`config.mk`:
```
export PLATFORM = sky130hd
export DESIGN_NAME = dma_bus_master
export DESIGN_NICKNAME = d
export VERILOG_FILES = /design/src/rtl/dma_pkg.sv /design/src/rtl/dma_addr_counter.sv /design/src/rtl/dma_bus_master.sv
export SDC_FILE = /design/constraint.sdc
export NUM_CORES = 1
export LEC_CHECK = 0
export ABC_AREA = 0
export CAP_MARGIN = 20
export CORE_MARGIN = 2
export CORE_UTILIZATION = 35
export CTS_CLUSTER_SIZE = 28
export DETAILED_ROUTE_END_ITERATION = 7
export SYNTH_ARGS = -nofsm -noshare
export SYNTH_HDL_FRONTEND = slang
export SYNTH_HIERARCHICAL = 1
export SYNTH_SLANG_ARGS = --single-unit
```
`constraint.sdc`:
```
create_clock -name clk -period 2.6 [get_ports clk]
set_input_delay 0.39 -clock clk [delete_from_list [all_inputs] [get_ports clk]]
set_output_delay 0.39 -clock clk [all_outputs]
set_load 0.01 [all_outputs]
```
`src/rtl/dma_pkg.sv`:
```
`default_nettype none
// ============================================================================
// Module   : dma_pkg
// Purpose  : Shared state encoding and width defaults for the DMA bus master.
// Revision : 1.0 - initial release
// ============================================================================
package dma_pkg;

  localparam int unsigned C_ADDR_W = 16;
  localparam int unsigned C_DATA_W = 32;
  localparam int unsigned C_CNT_W  = 16;

  typedef enum logic [2:0] {
    S_IDLE = 3'd0,
    S_REQ  = 3'd1,
    S_RD   = 3'd2,
    S_WR   = 3'd3,
    S_REL  = 3'd4
  } dma_state_e;

endpackage
`default_nettype wire

```
`src/rtl/dma_addr_counter.sv`:
```
`default_nettype none
// ============================================================================
// Module   : dma_addr_counter
// Purpose  : Loadable address up-counter with enable; wraps modulo 2^ADDR_W.
// Revision : 1.0 - initial release
// ============================================================================
module dma_addr_counter #(
  parameter int ADDR_W = 16
) (
  input  logic              clk,
  input  logic              rst,
  input  logic              i_load,
  input  logic [ADDR_W-1:0] i_load_val,
  input  logic              i_en,
  output logic [ADDR_W-1:0] o_count
);

  logic [ADDR_W-1:0] r_count;

  always_ff @(posedge clk) begin
    if (rst) begin
      r_count <= '0;
    end else if (i_load) begin
      r_count <= i_load_val;
    end else if (i_en) begin
      r_count <= r_count + ADDR_W'(1);
    end
  end

  assign o_count = r_count;

endmodule
`default_nettype wire

```
`src/rtl/dma_bus_master.sv`:
```
`default_nettype none
// ============================================================================
// Module   : dma_bus_master
// Purpose  : HLD/HLDA bus-master DMA; copies io1 buffer words into data memory.
// Revision : 1.0 - initial release
// ============================================================================
module dma_bus_master
  import dma_pkg::*;
#(
  parameter int ADDR_W = C_ADDR_W,
  parameter int DATA_W = C_DATA_W,
  parameter int CNT_W  = C_CNT_W
) (
  input  logic              clk,
  input  logic              rst,
  input  logic              request_to_dma,
  input  logic [ADDR_W-1:0] DMA_Address,
  input  logic [CNT_W-1:0]  DMA_data,
  output logic              HLD,
  input  logic              HLDA,
  output logic [ADDR_W-1:0] io_address,
  output logic              io_read,
  input  logic [DATA_W-1:0] io_readdata,
  output logic [ADDR_W-1:0] mem_address,
  output logic [DATA_W-1:0] mem_writedata,
  output logic              mem_write,
  output logic              busy,
  output logic              done
);

  dma_state_e        r_state;
  dma_state_e        w_next;
  logic              r_hld;
  logic              w_hld_next;
  logic [CNT_W-1:0]  r_remaining;
  logic              r_mem_write;
  logic [ADDR_W-1:0] r_mem_addr;
  logic [DATA_W-1:0] r_mem_wdata;
  logic              r_done;
  logic              w_load;
  logic              w_step;
  logic [ADDR_W-1:0] w_src_ptr;
  logic [ADDR_W-1:0] w_dst_ptr;

  assign w_load = (r_state == S_IDLE) && request_to_dma;
  // A word is committed only if the grant is still held in WR.
  assign w_step = (r_state == S_WR) && HLDA;

  dma_addr_counter #(.ADDR_W(ADDR_W)) u_src_cnt (
    .clk        (clk),
    .rst        (rst),
    .i_load     (w_load),
    .i_load_val ('0),
    .i_en       (w_step),
    .o_count    (w_src_ptr)
  );

  dma_addr_counter #(.ADDR_W(ADDR_W)) u_dst_cnt (
    .clk        (clk),
    .rst        (rst),
    .i_load     (w_load),
    .i_load_val (DMA_Address),
    .i_en       (w_step),
    .o_count    (w_dst_ptr)
  );

  always_comb begin
    w_next = r_state;
    case (r_state)
      S_IDLE: if (request_to_dma && (DMA_data != '0)) w_next = S_REQ;
      S_REQ:  if (HLDA && r_hld) w_next = S_RD;
      S_RD:   w_next = HLDA ? S_WR : S_REQ;
      S_WR: begin
        if (!HLDA)                          w_next = S_REQ;
        else if (r_remaining == CNT_W'(1))  w_next = S_REL;
        else                                w_next = S_RD;
      end
      S_REL:  if (!HLDA) w_next = S_IDLE;
      default: w_next = S_IDLE;
    endcase
  end

  // HLD only rises once the core has shown HLDA low, so a stale grant left
  // over from an interrupted transfer can never be mistaken for a new one.
  assign w_hld_next = ((w_next == S_REQ) || (w_next == S_RD) || (w_next == S_WR))
                      && (r_hld || !HLDA);

  always_ff @(posedge clk) begin
    if (rst) begin
      r_state     <= S_IDLE;
      r_hld       <= 1'b0;
      r_remaining <= '0;
      r_mem_write <= 1'b0;
      r_mem_addr  <= '0;
      r_mem_wdata <= '0;
      r_done      <= 1'b0;
    end else begin
      r_state     <= w_next;
      r_hld       <= w_hld_next;
      r_mem_write <= w_step;
      r_done      <= (w_load && (DMA_data == '0)) || ((r_state == S_REL) && !HLDA);
      if (w_step) begin
        r_mem_addr  <= w_dst_ptr;
        r_mem_wdata <= io_readdata;
      end
      if (w_load) begin
        r_remaining <= DMA_data;
      end else if (w_step) begin
        r_remaining <= r_remaining - CNT_W'(1);
      end
    end
  end

  assign HLD           = r_hld;
  assign io_read       = (r_state == S_RD);
  assign io_address    = w_src_ptr;
  assign mem_write     = r_mem_write;
  assign mem_address   = r_mem_addr;
  assign mem_writedata = r_mem_wdata;
  assign busy          = (r_state != S_IDLE);
  assign done          = r_done;

endmodule
`default_nettype wire

```
==> qor.yml, run 1 <==
synthesis:
  syn_area_per_cell_um2: 8.278
  yosys.area.top_type: "dfxtp_1"
  synth_seq_cells: 102
  synth_top_area_share_pct: 42.09
  synthTopCellsByArea: "dfxtp_1, nand2_1, a21oi_1"
  synthArstFlopShare_pct: 0
  synth_ff_type: "dfxtp_1"
  postSynthCellCount: 586
  synth-seq-area-share_pct: 42.09
  synthDistinctLibCells: 54
  yosysWarnings: 6
  syn_area_um2: 4851
  synth-edff-count: 0
global_route:
  grt_pass1_wl_um: 20440
  gr-total-overflow: 0
  use_met3_pct: 3.745
  use_met2_pct: 27.63
  top_usage_layer: "met2"
  grt_max_degree: 48
  grt_usage_pct: 17.26
  grt_use_met1_pct: 22.89
  antenna_found_initial: 0
  first_global_vias: 4198
cells_and_area:
  n_antenna_cell: 0
  synthToLayoutAreaGrowth_pct: 39.05
  layout_common_cells: "clkdlybuf4s50_1, nand2_1, dfxtp_1, a21oi_1, inv_1"
  utilization_pct: 49.17
  layout-drive-gt1-share_pct: 7.428
  layout_commonest_cell: "clkdlybuf4s50_1"
  layout.nets: 794
  fin_cells: 907
  fin_area_um2: 6745
sta:
  final.setup_skew_ns: 0.007469
  finalWorstSetupSlack_ns: 0.5558
  min_period_ns: 2.044
  maxSlewViolCount: 0
  fmaxAchievable_ghz: 0.4892
  relSlewSlack_pct: 58.76
  worst_pin_slew_ns: 0.6129
  tns_ns: 0
  hold_viol: 0
  rsz0062_at_grt: "no"
  period_share_pct: 78.62
  setup_viol: 0
  hold_ws_ns: 0.4523
critical_path:
  crit_end: "u_src_cnt/o_count[3]$_SDFFE_PP0P_"
  critical_path_class: "in2reg"
  crit_chain: "clkdlybuf4s50_1 > nand4b_2 > inv_2 > buf_4 > nand4_1 > xnor2_1 > mux2i_1 > nor2_1"
  start_kind: "primary input"
  regToRegSetupSlack_ns: 0.71
  slowest_stage: "clkdlybuf4s50_1"
  r2r-start: "r_state[2]$_SDFF_PP0_"
  worstPathArrival_ns: 2.26
  required_ns: 2.82
  reg2regPathDepth: 7
  crit_path_start: "HLDA"
  r2r_end: "u_src_cnt/o_count[3]$_SDFFE_PP0P_"
  setup.worst_path.end_class: "register"
  crit_fanout: 32
  max_stage_delay_ns: 0.57
outcome:
  status: "finished clean"
pwr:
  power_frac_clock_pct: 39.6
  finalPower_mw: 3.630
  power.share.switching_pct: 24.20
  p_seq_share_pct: 47.2
  p_comb_share_pct: 13.2
  p_per_area_nw_per_um2: 538.1
  p_sw_uw: 878.3
  p_leak_nw: 2.466
  intPower_mw: 2.751
  ir_drop_uv: 373.8
cts:
  path_clk_slew_ns: 0.06
  cts_setup_buffers: 0
  cts.hold.buffers_added: 0
  cts_tree: "yes"
  cts_made_buffers: 9
  cts.sinks: 102
  clock_latency_ns: 0.35
  cts_resized: 0
  clockBufferDepth: 2
  root_buffer: "clkbuf_16"
  h-tree-depth: 3
die:
  die_area_um2: 14820
  ios: 137
  die_x_um: 121.7
  core_area_um2: 13720
  fp.dieH_um: 121.7
  initial_core_util_pct: 35.36
  row_count: 43
detailed_routing:
  drt_iter0_drc: 225
  first_pass_iters: 4
  via_per_inst: 4.999
  drc: 0
  ant_nets: 0
  num_vias: 4534
  post_drt_wl_per_cell_um: 13.97
  totalWireLength_um: 12670
placement:
  port_buffers: 136
  dp_hpwl_um: 9127
  dp_slack_ns: 0.1930
  dpl-instance-area_um2: 6429
  gp_congestion: 0.8401
  place_inst: 891
flow_run:
  maxCapViolCount: 0
worst_hold_path:
  holdCritPathClass: "reg2reg"
## layer usage
layer  share of wire, %  wire length, um  vias up
met3                6.5              820       14
li1                   -                -     2275
met5                  0                0        -
met1                 46             5873     2113
met2                 46             5773      132
met4                1.6              205        0
## layout make-up
cell class	count	area, um2
clock buffers	12	246.5
multi-input cells	429	2567
inverters	32	120.1
repair buffers	148	1474
flip-flops and latches	102	2042
clock inverters	4	70.07
fillers	1341	6974
well taps	180	225.2
## worst max-delay path, delay by kind of cell
kind,cells,cell delay (ns)
mux,1,0.15
simple gates,3,0.36
xor+xnor,1,0.16
buf+inv,3,1.19
## power by group through the flow
stage               sequential, mW  combinational, mW  clock (mW)
finish                        1.71              0.479        1.44
global placement              1.75              0.472           0
global route                  1.72              0.527        1.55
CTS                           1.71              0.481        1.48
floorplan                     1.74              0.252           0
detailed placement            1.75              0.477           0
## sequential cells by signal (all words and copies together) (netlist names)
signal and cells:
mem_writedata 32, mem_address 16, r_remaining 16, u_dst_cnt/o_count 16, u_src_cnt/o_count 16, r_state 3, HLD 1, done 1
mem_write 1
## kinds of logic after synthesis
group	count (synthesis)	share of synthesized area, %
AND/OR/NAND/NOR	235	26.54
AO/OA/AOI/OAI	134	16.61
flip-flops	102	42.09
buffers and inverters	70	6.138
XOR/XNOR	30	5.417
multiplexers	10	2.089
adder cells (fa/ha/maj)	4	1.032
other	1	0.07731
## synthesized netlist by cell type, types with 2 or more instances
| cell type | count |
|---|---|
| ha_1 | 4 |
| clkbuf_1 | 26 |
| xor2_1 | 19 |
| mux2i_1 | 9 |
| nor2_1 | 29 |
| a221oi_1 | 2 |
| xnor2_1 | 11 |
| nor2b_1 | 3 |
| o211ai_1 | 2 |
| and3_1 | 3 |
| nand2_1 | 117 |
| or3_2 | 2 |
| nand4_1 | 13 |
| or3_1 | 3 |
| buf_6 | 4 |
| nor4_1 | 5 |
| nor3_1 | 13 |
| nand4_4 | 4 |
| nand3_1 | 16 |
| a32oi_1 | 3 |
| inv_1 | 31 |
| nor4_2 | 8 |
| or4_1 | 4 |
| a31oi_1 | 6 |
| o21ai_0 | 6 |
| buf_2 | 3 |
| o311ai_0 | 3 |
| nand3b_1 | 2 |
| o21a_1 | 20 |
| a21o_1 | 2 |
| buf_1 | 4 |
| nor3b_1 | 2 |
| a21oi_1 | 81 |
| dfxtp_1 | 102 |
| nor4_4 | 5 |
## worst min path at each step
stage / start / to / slack (ns) / depth (start not counted)
CTS: mem_writedata[19]$_SDFFE_PP0P_ / mem_writedata[19]$_SDFFE_PP0P_ / 0.45 / 2
floorplan: u_dst_cnt/o_count[15]$_SDFFE_PP0P_ / mem_address[15]$_SDFFE_PP0P_ / 0.44 / 2
global placement: mem_writedata[16]$_SDFFE_PP0P_ / mem_writedata[16]$_SDFFE_PP0P_ / 0.44 / 2
global route: mem_writedata[19]$_SDFFE_PP0P_ / mem_writedata[19]$_SDFFE_PP0P_ / 0.47 / 2
detailed placement: mem_writedata[26]$_SDFFE_PP0P_ / mem_writedata[26]$_SDFFE_PP0P_ / 0.45 / 2
finish: mem_writedata[26]$_SDFFE_PP0P_ / mem_writedata[26]$_SDFFE_PP0P_ / 0.45 / 2
Note: power is estimated with default switching activity, not from simulation.
==> run 2, diff against run 1 <==
clock period = 1.65 ns   (was 2.6 ns; I/O delays follow)
==> run 2 against run 1 <==
Clock-buffer cell count did not move. Sequential share of layout area shrank 3.1 points. Combinational power increased by 110%. Wire length is 11% higher. Largest cell class unchanged.
==> qor.yml, run 2 (synthesis gave the netlist of run 1 again) <==
sta:
  fmaxAchievable_ghz: 0.6094
  hold_viol: 0
  setup_viol: 0
  maxSlewViolCount: 0
  rsz0062_at_grt: "yes"
  min_period_ns: 1.641
  period_share_pct: 99.45
  final.setup_skew_ns: 0.006064
critical_path:
  cp_num_buf_inv: 0
  max_stage_delay_ns: 0.53
  worstPathArrival_ns: 1.90
  required_ns: 1.91
  critical_path_class: "reg2reg"
  crit_chain: "or3_2 > or4_1 > a311oi_2"
  slowest_stage: "or4_1"
  setup.worst_path.end_class: "register"
  start_kind: "register"
  crit_fanout: 3
  crit_family: "simple AND/OR/NAND/NOR gates"
outcome:
  status: "finished clean"
detailed_routing:
  num_vias: 4783
  ant_nets: 0
  via_per_inst: 4.936
  totalWireLength_um: 14050
  first_pass_iters: 4
  drt_iter0_drc: 250
  drc: 0
  post_drt_wl_per_cell_um: 14.50
cells_and_area:
  layout_common_cells: "clkdlybuf4s50_1, nand2_1, dfxtp_1, a21oi_1, buf_4"
  synthToLayoutAreaGrowth_pct: 56.64
  layout-drive-gt1-share_pct: 20.15
  largest_register_ffs: 32
  layout.nets: 856
  fin_area_um2: 7599
  fillerInstances: 1265
  layout_commonest_cell: "clkdlybuf4s50_1"
  fin_cells: 969
  n_antenna_cell: 0
cts:
  root_buffer: "clkbuf_16"
  path_clk_slew_ns: 0.07
  clockBufferDepth: 2
  cts.sinks: 102
  cts_made_buffers: 9
  cts_tree: "yes"
  h-tree-depth: 3
  clock_latency_ns: 0.35
die:
  initial_core_util_pct: 35.36
  die_area_um2: 14820
  row_count: 43
  die_x_um: 121.7
  ios: 137
  core_area_um2: 13720
  fp.dieH_um: 121.7
pwr:
  p_leak_nw: 3.091
  ir_drop_uv: 378.6
  p_per_area_nw_per_um2: 770.7
placement:
  dpl-instance-area_um2: 7056
  gp_congestion: 0.8014
  port_buffers: 136
  place_inst: 949
  dp_hpwl_um: 10300
global_route:
  grt_max_degree: 31
  grt_usage_pct: 18.90
  first_global_vias: 4689
  antenna_found_initial: 0
  gr-total-overflow: 0
  grt_pass1_wl_um: 22700
flow_run:
  maxCapViolCount: 0
worst_hold_path:
  holdCritPathClass: "in2reg"
-- run 2: routing by layer --
layer  track usage [%]  up-vias  routed length, um
met1             23.78     2235               6135
met3             3.558       18                776
met5                 0        -                  0
met2             32.23      132               6899
met4             6.968        0                239
li1                  -     2398                  -
-- run 2: per-stage QoR --
| step | hold slack [ns] | total power [mW] | TNS [ns] | utilization [%] | setup WS (ns) |
|---|---|---|---|---|---|
| after floorplan | 0.3835 | 3.172 | -4.590 | - | -0.1976 |
| after global placement | 0.4423 | 3.636 | -19.19 | 51.43 | -0.3682 |
| after detailed placement | 0.4481 | 3.656 | -21.73 | 51.43 | -0.3942 |
| after CTS | 0.2627 | 5.854 | 0 | 53.97 | 0.005301 |
| after global routing | 0.2937 | 6.114 | -0.8422 | 55.39 | -0.06438 |
| final | 0.2773 | 5.857 | 0 | 55.39 | 0.009071 |
-- run 2: power breakdown --
part	internal, mW	leakage (nW)	switching, mW
sequential	2.56	0.837	0.129
clock	1.25	0.152	0.921
combinational	0.555	2.10	0.436
total	4.37	3.09	1.49
-- run 2: path summary, 6_finish.rpt --
kind         slack, ns  cells after the start                                 to                            from
max              0.009                      3       r_remaining[12]$_SDFFE_PP0P_     r_remaining[9]$_SDFFE_PP0P_
min               0.28                      2  u_src_cnt/o_count[3]$_SDFFE_PP0P_                             rst
max reg2reg      0.009                      3       r_remaining[12]$_SDFFE_PP0P_     r_remaining[9]$_SDFFE_PP0P_
min reg2reg       0.45                      2     mem_writedata[18]$_SDFFE_PP0P_  mem_writedata[18]$_SDFFE_PP0P_
-- run 2: worst register-to-register path, cell delays in order (launching register included) --
cell	delay (ns)
dfxtp_1	0.33
or3_2	0.48
or4_1	0.53
a311oi_2	0.22
-- run 2: repair_timing --
action	CTS	global route
gates resized for setup	16	47
gates cloned	0	1
hold buffers	0	0
buffers inserted	1	2
pin swaps	4	4
hold endpoints to repair	0	0
setup endpoints to repair	50	48
-- run 2: final cells by class --
| cell class | instances | area [um2] | area share, % |
|---|---|---|---|
| well taps | 180 | 225.2 | 2.964 |
| clock buffers | 12 | 256.5 | 3.376 |
| flip-flops and latches | 102 | 2064 | 27.17 |
| inverters | 32 | 140.1 | 1.844 |
| repair buffers | 210 | 2051 | 26.99 |
| clock inverters | 4 | 45.04 | 0.5928 |
| multi-input cells | 429 | 2816 | 37.07 |
